[config.mk]
export PLATFORM = sky130hd
export DESIGN_NAME = glb_core_pcfg_dma_flat
export DESIGN_NICKNAME = d
export VERILOG_FILES = /design/src/rtl/glb_core_pcfg_dma_pkg.sv /design/src/rtl/glb_core_pcfg_dma_if.sv /design/src/rtl/glb_core_pcfg_dma.sv /design/src/flat_wrapper.sv
export SDC_FILE = /design/constraint.sdc
export NUM_CORES = 1
export LEC_CHECK = 0
export BUFFER_PORTS_ARGS = -buffer_cell sky130_fd_sc_hd__buf_4
export CAP_MARGIN = 20
export CORE_MARGIN = 2
export CORE_UTILIZATION = 47
export DETAILED_ROUTE_END_ITERATION = 10
export GPL_TIMING_DRIVEN = 0
export PLACE_DENSITY_LB_ADDON = 0.1
export SETUP_SLACK_MARGIN = 0.05
export SLEW_MARGIN = 20
export SYNTH_ARGS = -nofsm -noshare
export SYNTH_HDL_FRONTEND = slang
export SYNTH_SLANG_ARGS = --single-unit
export TNS_END_PERCENT = 1
[constraint.sdc]
create_clock -name clk -period 4.7 [get_ports clk]
set_input_delay 0.94 -clock clk [delete_from_list [all_inputs] [get_ports clk]]
set_output_delay 0.94 -clock clk [all_outputs]
set_load 0.03 [all_outputs]
[src/rtl/glb_core_pcfg_dma_pkg.sv]
// Shared types and constants for the GLB parallel-configuration DMA.
// A config word carries the CGRA config address in its upper half and the data in its lower half.
package glb_core_pcfg_dma_pkg;

   localparam int GLB_ADDR_WIDTH  = 19;
   localparam int BANK_DATA_WIDTH = 64;
   localparam int CFG_NUM_WIDTH   = 16;
   localparam int CGRA_CFG_WIDTH  = 32;
   localparam int BYTE_OFFSET     = 3;

   localparam logic [GLB_ADDR_WIDTH-1:0] WORD_STRIDE     = GLB_ADDR_WIDTH'(1 << BYTE_OFFSET);
   localparam logic [GLB_ADDR_WIDTH-1:0] ADDR_ALIGN_MASK = ~GLB_ADDR_WIDTH'((1 << BYTE_OFFSET) - 1);

   typedef enum logic [1:0] {
      ST_IDLE = 2'd0,
      ST_REQ  = 2'd1,
      ST_WAIT = 2'd2,
      ST_DONE = 2'd3
   } pcfg_state_e;

   typedef struct packed {
      logic [CGRA_CFG_WIDTH-1:0] addr;
      logic [CGRA_CFG_WIDTH-1:0] data;
   } cfg_word_t;

   function automatic cfg_word_t split_cfg_word(input logic [BANK_DATA_WIDTH-1:0] word);
      return cfg_word_t'(word);
   endfunction

endpackage

[src/rtl/glb_core_pcfg_dma_if.sv]
// Read-request / read-response / CGRA-config bus of the PC DMA.
// Valid-only handshake: rdrq_en, rdrs_valid and cgra_cfg_wr each qualify their payload in the same
// cycle; there is no ready, the router always accepts requests and returns responses in order.
interface glb_core_pcfg_dma_if;
   import glb_core_pcfg_dma_pkg::*;

   logic                       rdrq_en;
   logic [GLB_ADDR_WIDTH-1:0]  rdrq_addr;
   logic                       rdrs_valid;
   logic [BANK_DATA_WIDTH-1:0] rdrs_data;
   logic                       cgra_cfg_wr;
   logic [CGRA_CFG_WIDTH-1:0]  cgra_cfg_addr;
   logic [CGRA_CFG_WIDTH-1:0]  cgra_cfg_data;

   modport master (
      output rdrq_en, rdrq_addr, cgra_cfg_wr, cgra_cfg_addr, cgra_cfg_data,
      input  rdrs_valid, rdrs_data
   );

   modport slave (
      input  rdrq_en, rdrq_addr, cgra_cfg_wr, cgra_cfg_addr, cgra_cfg_data,
      output rdrs_valid, rdrs_data
   );

endinterface

[src/rtl/glb_core_pcfg_dma.sv]
// Parallel-configuration DMA: streams cfg_num words from GLB to the CGRA config bus.
// Requests go out back-to-back; each in-order response becomes one registered config write.
module glb_core_pcfg_dma
   import glb_core_pcfg_dma_pkg::*;
(
   input  logic                      clk,
   input  logic                      reset,
   input  logic                      cfg_pcfg_mode,
   input  logic [GLB_ADDR_WIDTH-1:0] cfg_start_addr,
   input  logic [CFG_NUM_WIDTH-1:0]  cfg_num,
   input  logic                      start_pulse,
   glb_core_pcfg_dma_if.master       bus,
   output logic                      busy,
   output logic                      done_pulse,
   output pcfg_state_e               state_dbg
);

   pcfg_state_e               state_q, state_d;
   logic [GLB_ADDR_WIDTH-1:0] addr_q;
   logic [CFG_NUM_WIDTH-1:0]  num_q;
   logic [CFG_NUM_WIDTH-1:0]  req_cnt_q;
   logic [CFG_NUM_WIDTH-1:0]  rsp_cnt_q;
   logic                      cfg_wr_q;
   cfg_word_t                 cfg_word_q;

   logic start_ok;
   logic rsp_in;
   logic last_req;
   logic last_rsp;

   assign start_ok = start_pulse & cfg_pcfg_mode;
   assign rsp_in   = bus.rdrs_valid & ((state_q == ST_REQ) | (state_q == ST_WAIT));
   // Counters compare against num-1 so that the maximum count never wraps the register.
   assign last_req = (req_cnt_q == (num_q - CFG_NUM_WIDTH'(1)));
   assign last_rsp = rsp_in & (rsp_cnt_q == (num_q - CFG_NUM_WIDTH'(1)));

   always_ff @(posedge clk or posedge reset) begin
      if (reset) begin
         state_q <= ST_IDLE;
      end else begin
         state_q <= state_d;
      end
   end

   always_comb begin
      state_d = state_q;
      case (state_q)
         ST_IDLE: begin
            if (start_ok) begin
               state_d = (cfg_num == '0) ? ST_DONE : ST_REQ;
            end
         end
         ST_REQ: begin
            if (last_req) begin
               state_d = last_rsp ? ST_DONE : ST_WAIT;
            end
         end
         ST_WAIT: begin
            if (last_rsp) begin
               state_d = ST_DONE;
            end
         end
         ST_DONE: begin
            state_d = ST_IDLE;
         end
         default: begin
            state_d = ST_IDLE;
         end
      endcase
   end

   always_ff @(posedge clk or posedge reset) begin
      if (reset) begin
         addr_q    <= '0;
         num_q     <= '0;
         req_cnt_q <= '0;
         rsp_cnt_q <= '0;
      end else if ((state_q == ST_IDLE) && start_ok) begin
         addr_q    <= cfg_start_addr & ADDR_ALIGN_MASK;
         num_q     <= cfg_num;
         req_cnt_q <= '0;
         rsp_cnt_q <= '0;
      end else begin
         if (state_q == ST_REQ) begin
            addr_q    <= addr_q + WORD_STRIDE;
            req_cnt_q <= req_cnt_q + CFG_NUM_WIDTH'(1);
         end
         if (rsp_in) begin
            rsp_cnt_q <= rsp_cnt_q + CFG_NUM_WIDTH'(1);
         end
      end
   end

   // Config address/data hold their last value between strobes.
   always_ff @(posedge clk or posedge reset) begin
      if (reset) begin
         cfg_wr_q   <= 1'b0;
         cfg_word_q <= '0;
      end else begin
         cfg_wr_q <= rsp_in;
         if (rsp_in) begin
            cfg_word_q <= split_cfg_word(bus.rdrs_data);
         end
      end
   end

   assign bus.rdrq_en       = (state_q == ST_REQ);
   assign bus.rdrq_addr     = addr_q;
   assign bus.cgra_cfg_wr   = cfg_wr_q;
   assign bus.cgra_cfg_addr = cfg_word_q.addr;
   assign bus.cgra_cfg_data = cfg_word_q.data;
   assign busy              = (state_q != ST_IDLE);
   assign done_pulse        = (state_q == ST_DONE);
   assign state_dbg         = state_q;

endmodule

[src/flat_wrapper.sv]
// flat-port wrapper written by rule: the top's interface ports become plain ports
module glb_core_pcfg_dma_flat import glb_core_pcfg_dma_pkg::*;
  (clk, reset, cfg_pcfg_mode, cfg_start_addr, cfg_num, start_pulse, busy, done_pulse, state_dbg, bus_rdrq_en, bus_rdrq_addr, bus_cgra_cfg_wr, bus_cgra_cfg_addr, bus_cgra_cfg_data, bus_rdrs_valid, bus_rdrs_data);
  glb_core_pcfg_dma_if bus_i ();
  input  logic clk;
  input  logic reset;
  input  logic cfg_pcfg_mode;
  input  logic [GLB_ADDR_WIDTH-1:0] cfg_start_addr;
  input  logic [CFG_NUM_WIDTH-1:0] cfg_num;
  input  logic start_pulse;
  output logic busy;
  output logic done_pulse;
  output pcfg_state_e state_dbg;
  output wire logic [$bits(bus_i.rdrq_en)-1:0] bus_rdrq_en;
  output wire logic [$bits(bus_i.rdrq_addr)-1:0] bus_rdrq_addr;
  output wire logic [$bits(bus_i.cgra_cfg_wr)-1:0] bus_cgra_cfg_wr;
  output wire logic [$bits(bus_i.cgra_cfg_addr)-1:0] bus_cgra_cfg_addr;
  output wire logic [$bits(bus_i.cgra_cfg_data)-1:0] bus_cgra_cfg_data;
  input wire logic [$bits(bus_i.rdrs_valid)-1:0] bus_rdrs_valid;
  input wire logic [$bits(bus_i.rdrs_data)-1:0] bus_rdrs_data;
  assign bus_rdrq_en = bus_i.rdrq_en;
  assign bus_rdrq_addr = bus_i.rdrq_addr;
  assign bus_cgra_cfg_wr = bus_i.cgra_cfg_wr;
  assign bus_cgra_cfg_addr = bus_i.cgra_cfg_addr;
  assign bus_cgra_cfg_data = bus_i.cgra_cfg_data;
  assign bus_i.rdrs_valid = bus_rdrs_valid;
  assign bus_i.rdrs_data = bus_rdrs_data;
  glb_core_pcfg_dma u_core (.clk(clk), .reset(reset), .cfg_pcfg_mode(cfg_pcfg_mode), .cfg_start_addr(cfg_start_addr), .cfg_num(cfg_num), .start_pulse(start_pulse), .bus(bus_i), .busy(busy), .done_pulse(done_pulse), .state_dbg(state_dbg));
endmodule
==> results of run 1 <==
report_power, final:
group          leakage (nW)  total [mW]  switching (mW)  internal, mW
logic                  2.37        3.14            1.96          1.17
registers              1.66        1.95           0.366          1.59
clock network         0.276        1.26           0.501         0.754
cell families after synthesis:
| group | count (synthesis) |
|---|---|
| and+or+nand+nor | 393 |
| AOI/OAI and AO/OA | 84 |
| other | 1 |
| adders and majority gates | 8 |
| buffers and inverters | 63 |
| muxes | 14 |
| xor gates and xnor gates | 71 |
| DFF | 131 |
worst min-delay path: stages, from the launching register on:
cell and delay [ns]:
dfrtp_1 0.34, nand2_1 0.05, nand2_1 0.05
synthesized netlist by cell type, drive strengths merged, types with 8 or more instances:
master	number
ha	8
xor2	35
clkbuf	35
inv	17
nor4	12
nand3	14
nand2	250
or3	12
buf	10
a21oi	16
mux2	10
o21ai	38
nand4	20
dfrtp	131
nor3	8
xnor2	36
nor2	42
metrics by stage:
step | area, um2 | utilization, % | hold WS (ns)
6_report | 8936 | 64.13 | 0.4741
5_1_grt | 8936 | 64.13 | 0.4937
4_1_cts | 8936 | 64.13 | 0.4782
3_5_place_dp | 8374 | 60.10 | 0.4636
3_3_place_gp | 8339 | 59.85 | 0.4581
2_1_floorplan | 6718 | - | 0.5249
how the worst max path moves through the flow:
stage               startpoint                           to  slack (ns)  cells after the start
6_report       u_core.num_q[0]          u_core.state_dbg[0]        1.16                     11
2_1_floorplan            reset  u_core.bus.cgra_cfg_addr[0]        0.26                      1
3_3_place_gp             reset         u_core.req_cnt_q[15]       -1.39                      2
5_1_grt        u_core.num_q[0]          u_core.state_dbg[0]        0.87                     11
3_5_place_dp   u_core.num_q[0]          u_core.state_dbg[0]        1.25                     11
4_1_cts        u_core.num_q[0]          u_core.state_dbg[0]        1.22                     11
sequential cells by signal, indices dropped and copies added, names as in the netlist:
name                      flops
u_core.bus.rdrq_addr         16
u_core.req_cnt_q             16
u_core.num_q                 16
u_core.bus.cgra_cfg_addr     32
u_core.bus.cgra_cfg_wr        1
u_core.state_dbg              2
u_core.bus.cgra_cfg_data     32
u_core.rsp_cnt_q             16
final cells by class:
type,instances,area (um2)
Tap cell,180,225.2
Fill cell,1214,4999
Clock inverter,12,105.1
Timing Repair Buffer,187,1424
Multi-Input combinational cell,573,3182
Buffer,45,190.2
Sequential cell,131,3278
Clock buffer,20,456.7
Inverter,18,75.07
per-layer routing:
layer | part of all wire, % | routed length (um) | up-vias
li1 | - | - | 2958
met2 | 48 | 8467 | 177
met5 | 0 | 0 | -
met3 | 6.4 | 1122 | 28
met4 | 2.5 | 442 | 0
met1 | 43 | 7618 | 2724
cell usage in the layout, fill, tap and decap left out, types with 5 or more instances in the layout:
master,Yosys,layout
xnor2_1,36,36
buf_4,3,189
clkbuf_1,35,36
xor2_1,35,35
clkinv_2,0,5
clkbuf_16,0,17
dfrtp_1,131,131
or3_1,12,12
inv_1,17,16
nor2b_1,7,7
and3_1,5,5
nand2_1,250,250
nor3_1,7,7
a21oi_1,15,15
nor4_1,10,10
nand2b_1,5,5
a31oi_1,6,6
ha_1,8,8
nand4_1,20,20
nand3_1,14,14
mux2_2,10,10
nor2_1,42,42
o21ai_0,38,38
==> flow_summary.ini, run 1 <==
[critical_path]
critical_path_required_ns = 5.03
r2r_slack_ns = 1.16
worstSetupPathType = reg2reg
critical_path.max_stage_delay_ns = 0.64
r2r-end = u_core.state_dbg[0]
cp-end-kind = flip-flop
cp.buffers_inverters = 2
r2r-start = u_core.num_q[0]
critPathTopFamily = compound AO/OA/AOI/OAI gates
worstPathMaxFanout = 8
crit_top_cell = a31oi_1
critPathLaunchType = flip-flop
crit_arrival_ns = 3.87
path_cells = buf_6 -> inv_1 -> ha_1 -> nor3b_2 -> nand2_1 -> a2111oi_0 -> o2111ai_1 -> nor4_1 -> a41o_1 -> a31oi_1 -> a31oi_1
slowest_stage = a2111oi_0
rr_worst_depth = 11

[synthesis]
ys_warn_count = 0
synth-compound-area-share_pct = 7.906
asyncSetResetFlopFracSynth_pct = 100.0
dominantRegCellSynth = dfrtp_1
yosysTopAreaCell = dfrtp_1
synth_edf_count = 0
synthMuxAreaShare_pct = 2.275
ys_types = 60
netlist_area_um2 = 6710
synth-xor-area-share_pct = 9.267
syn_area_per_cell_um2 = 8.771
ys_top_cells_by_area = dfrtp_1 (49%), nand2_1 (14%), xnor2_1 (4.7%)
synth_top_family_by_area = simple AND/OR/NAND/NOR gates
yosysSeqAreaShare_pct = 48.85
synthSimpleGateAreaFrac_pct = 26.31
synth_seq_cells = 131
syn_inst = 765
yosysTopAreaCellShare_pct = 48.85
synth-adder-area-share_pct = 1.492

[job]
drv_cap = 0

[place]
globalplace.congestion = 0.9675
hpwl_um = 12930
numPortBuffers = 186
dp_cells = 1134
place_ws_ns = 1.248

[floorplanning]
core_area_um2 = 13930
die_area_um2 = 15250
die_h_um = 123.5
initial_core_util_pct = 48.15
die_w_um = 123.5
rows = 43
ios = 193

[timing]
finalCriticalPeriod_ns = 3.539
slew_headroom_pct = 55.57
fmax_mhz = 282.6
finalCritPeriodShare_pct = 75.30
hold_viol = 0
finalSetupViolations = 0
tightest_slew_ns = 0.6497
fin_skew_ns = 0.007568
layout_setup_ws_ns = 1.161
fin_tns_setup_ns = 0
slew_violations = 0
grt_setup_unrepaired = no

[hold_path]
hold_path_end = u_core.bus.cgra_cfg_addr[12]
hold_path_class = reg2reg
min_from = u_core.bus.cgra_cfg_addr[12]
min_path_cells = 2

[routing]
drc = 0
post_drt_via_cell_ratio = 5.049
ant_nets = 0
drtIter0Drc = 288
wirelength_um = 17650
firstDrtPassIters = 4
routedWlPerCell_um = 15.14
vias = 5887

[clocking]
ctsResizeCount = 0
clockBufferDepth = 2
clock_sinks = 131
cts.hold.buffers_added = 0
root_buffer = clkbuf_16
cts_tree = yes
h-tree-depth = 4
clk-insertion-delay-late_ns = 0.42
post_cts_buffers = 0
clk_pin_slew_ns = 0.06
numCtsBuffers = 17

[global_route]
grt_pass1_vias = 5804
grt_usage_pct = 24.01
overflow = 0
antenna_found_initial = 0
grt_util_met2_pct = 39.01
globalRouteMet1Util_pct = 30.39
grt_util_met3_pct = 7.103
grt_max_degree = 73
busiest_layer = met2
grt_pass1_wl_um = 28180

[power_and_ir_drop]
powerDensity_nw_per_um2 = 709.7
leakage_nw = 4.299
vdd_ir_drop_max_mv = 0.4171
power_mw = 6.342

[final_layout]
antennaDiodeCount = 0
stdcell_count = 1166
area_growth_pct = 33.17
final_nets = 1085
layout-drive-gt1-share_pct = 25.05

[status]
status = finished clean
(Power assumes the default switching activity.)
==> run 2, diff against run 1 <==
clock period = 3.25 ns   (was 4.7 ns; I/O delays follow)
==> run 2 against run 1 <==
Against the previous run: clock power up 44%; global-route usage rose by 0.46 points; wire length is 2.4% higher; total power up 47%; first-iteration DRC count up 26%; non-clock buffer count grew 9; combinational power grew 49%; sequential share of layout area fell by 0.56 points; die area unchanged; worst hold slack got worse by 0.15 ns; clock-buffer cell count is 3 higher; critical path type unchanged; critical endpoint is now u_core.state_dbg[1].
==> flow_summary.ini, run 2 (synthesis results as in run 1) <==
[global_route]
grt_pass1_wl_um = 28850
overflow = 0
grt_pass1_vias = 5805
antenna_found_initial = 0
grt_usage_pct = 24.47
grt_max_degree = 31

[power_and_ir_drop]
vdd_ir_drop_max_mv = 0.6058
powerDensity_nw_per_um2 = 1025
leakage_nw = 4.342

[routing]
drc = 0
post_drt_via_cell_ratio = 5.106
wirelength_um = 18080
firstDrtPassIters = 4
routedWlPerCell_um = 15.38
drtIter0Drc = 363
vias = 5999
ant_nets = 0

[hold_path]
hold_path_class = in2async

[final_layout]
multi_input_area_um2 = 3224
final_cell_mix = nand2_1 (250), buf_4 (195), dfrtp_1 (130)
regArea_um2 = 3279
antennaDiodeCount = 0
mostFrequentLayoutCell = nand2_1
n_fill_cell = 1240
final_nets = 1095
area_growth_pct = 35.30
layout-drive-gt1-share_pct = 25.93

[floorplanning]
die_w_um = 123.5
rows = 43
die_h_um = 123.5
ios = 193
initial_core_util_pct = 48.15
die_area_um2 = 15250
core_area_um2 = 13930

[critical_path]
path_depth = 10
critical_path.max_stage_delay_ns = 0.57
path_cells = clkbuf_1 -> nor3_1 -> clkbuf_4 -> a21oi_1 -> a2111oi_2 -> nand4_1 -> or4_4 -> o31ai_4 -> nand3_1 -> o2bb2ai_1
critPathLaunch = u_core.num_q[5]
endpoint = u_core.state_dbg[1]
cp-end-kind = flip-flop
critPathLaunchType = flip-flop
r2r_slack_ns = 0.17
crit_arrival_ns = 3.39
slowest_stage = or4_4
critical_path_required_ns = 3.55
cp.buffers_inverters = 2
critPathTopFamily = simple AND/OR/NAND/NOR gates
worstPathMaxFanout = 10
r2r-start = u_core.num_q[5]
rr_worst_depth = 10
worstSetupPathType = reg2reg
r2r-end = u_core.state_dbg[1]

[clocking]
root_buffer = clkbuf_16
clockBufferDepth = 2
clk-insertion-delay-late_ns = 0.42
clk_pin_slew_ns = 0.06
cts.hold.buffers_added = 0
cts_tree = yes
h-tree-depth = 4
numCtsBuffers = 17
clock_sinks = 131

[status]
status = finished clean

[timing]
slew_headroom_pct = 51.70
slew_violations = 0
hold_viol = 0
fin_tns_setup_ns = 0
finalSetupViolations = 0
tightest_slew_ns = 0.7245
fmax_mhz = 324.2
layout_setup_ws_ns = 0.1655
fin_skew_ns = 0.01222
whs_ns = 0.3270
grt_setup_unrepaired = no
finalCriticalPeriod_ns = 3.084
finalCritPeriodShare_pct = 94.91

[place]
hpwl_um = 13160
place_ws_ns = -0.1389
numPortBuffers = 186
globalplace.congestion = 0.9363

[job]
drv_cap = 0
==> run 2: timing repair <==
action | in CTS | in global routing
cloned | 0 | 1
pin swaps | 0 | 6
buffers inserted | 0 | 6
gates resized for setup | 3 | 5
endpoints found under the setup margin | 2 | 2
==> run 2: report_power, final <==
group / internal [mW] / leakage (nW) / switching (mW)
Sequential: 2.29 / 1.66 / 0.508
Clock: 1.11 / 0.261 / 0.708
Combinational: 1.78 / 2.43 / 2.91
Total: 5.18 / 4.34 / 4.12
==> run 2: per-stage QoR <==
| step | instance area (um2) | cells | util [%] | total power [mW] |
|---|---|---|---|---|
| after floorplan | 6721 | 767 | - | 5.795 |
| after global placement | 8343 | 1133 | 59.87 | 7.295 |
| after detailed placement | 8431 | 1137 | 60.50 | 7.365 |
| after CTS | 8996 | 1168 | 64.56 | 9.234 |
| after global routing | 9079 | 1175 | 65.15 | 9.939 |
| final | 9079 | 1175 | 65.15 | 9.304 |
==> run 2: layer usage <==
metal	part of all wire, %	up-vias	GRT usage, %	wire length (um)
met5	0	-	0	0
li1	-	2969	-	-
met4	2.3	0	8.949	411
met1	43	2816	31.73	7704
met3	6.9	26	7.934	1252
met2	48	188	38.39	8709
==> run 2: how the worst min path moves through the flow <==
stage | from | to | slack (ns) | cells past startpoint
3_3_place_gp | u_core.bus.cgra_cfg_data[30] | u_core.bus.cgra_cfg_data[30] | 0.46 | 2
5_1_grt | reset | u_core.bus.cgra_cfg_addr[18] | 0.37 | 2
3_5_place_dp | u_core.bus.cgra_cfg_data[10] | u_core.bus.cgra_cfg_data[10] | 0.46 | 2
6_report | reset | u_core.bus.cgra_cfg_addr[18] | 0.33 | 2
2_1_floorplan | u_core.rsp_cnt_q[15] | u_core.rsp_cnt_q[15] | 0.52 | 2
4_1_cts | reset | u_core.bus.cgra_cfg_addr[18] | 0.34 | 2
==> run 2: worst register-to-register path: cells and delay by family (launching register included) <==
kind | cells | cell delay [ns]
simple gates | 4 | 1.19
compound gates | 4 | 0.94
buf+inv | 2 | 0.48
flops | 1 | 0.35
==> run 2: area by class of cell <==
cell class / count / area share [%]
Buffer: 45 / 2.122
Clock buffer: 23 / 5.265
Clock inverter: 8 / 0.8682
Inverter: 18 / 0.7856
Multi-Input combinational cell: 574 / 35.52
Sequential cell: 131 / 36.12
Tap cell: 180 / 2.481
Timing Repair Buffer: 196 / 16.84
==> run 3, diff against run 2 <==
--- a/config.mk
+++ b/config.mk
@@ -7,3 +7,3 @@
 export LEC_CHECK = 0
-export BUFFER_PORTS_ARGS = -buffer_cell sky130_fd_sc_hd__buf_4
+export BUFFER_PORTS_ARGS = -buffer_cell sky130_fd_sc_hd__buf_2
 export CAP_MARGIN = 20
==> constraint.sdc (replaced) <==
create_clock -name clk -period 3.25 [get_ports clk]
set_input_delay 0.325 -clock clk [delete_from_list [all_inputs] [get_ports clk]]
set_output_delay 0.325 -clock clk [all_outputs]
set_load 0.03 [all_outputs]
==> run 3 against run 2 <==
Against the previous run: clock-buffer cell count decreased by 2; via count down 1.7%; wire length shrank 3.7%; largest cell class unchanged; critical endpoint unchanged; register-to-register slack got worse by 0.02 ns; die area did not move.
==> flow_summary.ini, run 3 (synthesis results as in run 1) <==
[clocking]
clk_pin_slew_ns = 0.06
clock_sinks = 131
cts_tree = yes
clk-insertion-delay-late_ns = 0.43
root_buffer = clkbuf_16
numCtsBuffers = 17
clockBufferDepth = 2
h-tree-depth = 4

[routing]
drtIter0Drc = 330
wirelength_um = 17410
firstDrtPassIters = 5
drc = 0
vias = 5899
routedWlPerCell_um = 14.86
post_drt_via_cell_ratio = 5.033
ant_nets = 0

[timing]
slew_headroom_pct = 52.54
finalCritPeriodShare_pct = 95.50
finalCriticalPeriod_ns = 3.104
finalSetupViolations = 0
fin_tns_setup_ns = 0
hold_viol = 0
whs_ns = 0.08312
grt_setup_unrepaired = no
slew_violations = 0
fin_skew_ns = 0.005690
layout_setup_ws_ns = 0.1464
fmax_mhz = 322.2
tightest_slew_ns = 0.7118

[hold_path]
hold_path_class = in2reg
min_from = bus_rdrs_data[29]

[final_layout]
mostFrequentLayoutCell = nand2_1
finalCoreUtilization_pct = 62.03
final_cell_mix = nand2_1 (250), buf_2 (188), dfrtp_1 (130)
final_nets = 1093
layout-drive-gt1-share_pct = 25.91
n_fill_cell = 1286
antennaDiodeCount = 0
area_growth_pct = 28.81

[critical_path]
critPathLaunchType = flip-flop
critical_path_required_ns = 3.56
endpoint = u_core.state_dbg[1]
worstPathMaxFanout = 6
crit_arrival_ns = 3.41
critPathLaunch = u_core.num_q[1]
r2r-start = u_core.num_q[1]
r2r_slack_ns = 0.15
rr_worst_depth = 10
worstSetupPathType = reg2reg
r2r-end = u_core.state_dbg[1]
cp-end-kind = flip-flop

[global_route]
grt_max_degree = 33
antenna_found_initial = 0
grt_usage_pct = 23.87
overflow = 0
grt_pass1_vias = 5620
grt_pass1_wl_um = 27820

[status]
status = finished clean

[floorplanning]
die_h_um = 123.5
ios = 193
rows = 43
die_w_um = 123.5
core_area_um2 = 13930
initial_core_util_pct = 48.15
die_area_um2 = 15250

[place]
hpwl_um = 12910
place_ws_ns = -0.1854
globalplace.congestion = 0.9133
numPortBuffers = 186

[power_and_ir_drop]
clkPwrFrac_pct = 20.8
power.internal_mw = 4.896
p_sw_share_pct = 45.28
power_frac_comb_pct = 48.0
leakage_nw = 4.218
vdd_ir_drop_max_mv = 0.6179
powerDensity_nw_per_um2 = 1035
power_mw = 8.948
p_sw_mw = 4.052
p_seq_share_pct = 31.2

[job]
drv_cap = 0
-- run 3: cell count changes in the layout (fill, tap and decap cells not counted), moves of 2 or more --
cell and delta:
buf_4 -189, buf_16 +2, nor4_1 -2, buf_2 +187
-- run 3: area by class of cell --
type	instances	area, um2	area share (%)
plain buffers	45	190.2	2.200
clock buffers	21	460.4	5.327
clock inverters	9	106.4	1.230
inverters	18	71.32	0.8251
multi-input cells	573	3224	37.30
flip-flops and latches	131	3279	37.94
well taps	180	225.2	2.606
repair buffers	195	1086	12.57
-- run 3: power by group through the flow --
stage	combinational [mW]	sequential [mW]	clock [mW]
after floorplan	2.08	3.72	0
after global placement	4.16	2.78	0
after detailed placement	4.24	2.78	0
after CTS	4.25	2.79	1.89
after global routing	4.76	2.88	1.97
final	4.30	2.79	1.86
-- run 3: how the worst min path moves through the flow --
stage / end / slack (ns) / cells after the start
2_1_floorplan: u_core.bus.cgra_cfg_addr[0] / 0.43 / 2
3_3_place_gp: u_core.bus.cgra_cfg_data[9] / 0.45 / 2
3_5_place_dp: u_core.rsp_cnt_q[13] / 0.35 / 2
4_1_cts: u_core.bus.cgra_cfg_addr[1] / 0.07 / 3
5_1_grt: u_core.bus.cgra_cfg_data[13] / 0.08 / 3
6_report: u_core.bus.cgra_cfg_data[29] / 0.08 / 3
-- run 3: timing repair --
item / CTS / global route
hold endpoints to repair: 8 / 0
setup buffers: 0 / 3
cloned: 0 / 0
resized for setup: 4 / 5
pin swaps: 1 / 3
hold buffers: 1 / 0
endpoints found under the setup margin: 2 / 2
-- run 3: layer usage --
metal  wire [um]  vias to the layer above  track usage (%)
met5           0                        -                0
met4         439                        0            9.659
met3        1107                       29            7.242
met2        8349                      168            37.88
met1        7516                     2739            30.48
li1            -                     2963                -
-- run 3: stage by stage --
step                area [um2]  instances
floorplan                 6721        767
global placement          7878       1133
detailed placement        8000       1138
CTS                       8588       1169
global route              8643       1172
finish                    8643       1172
-- run 3: critical path, cell delays in order, from the launching register on --
cell,delay (ns)
dfrtp_2,0.44
inv_1,0.10
ha_4,0.19
and2_1,0.16
or4_1,0.54
a211oi_2,0.24
nand4_1,0.17
or4_4,0.58
o31ai_4,0.31
nand3_1,0.12
o2bb2ai_1,0.14
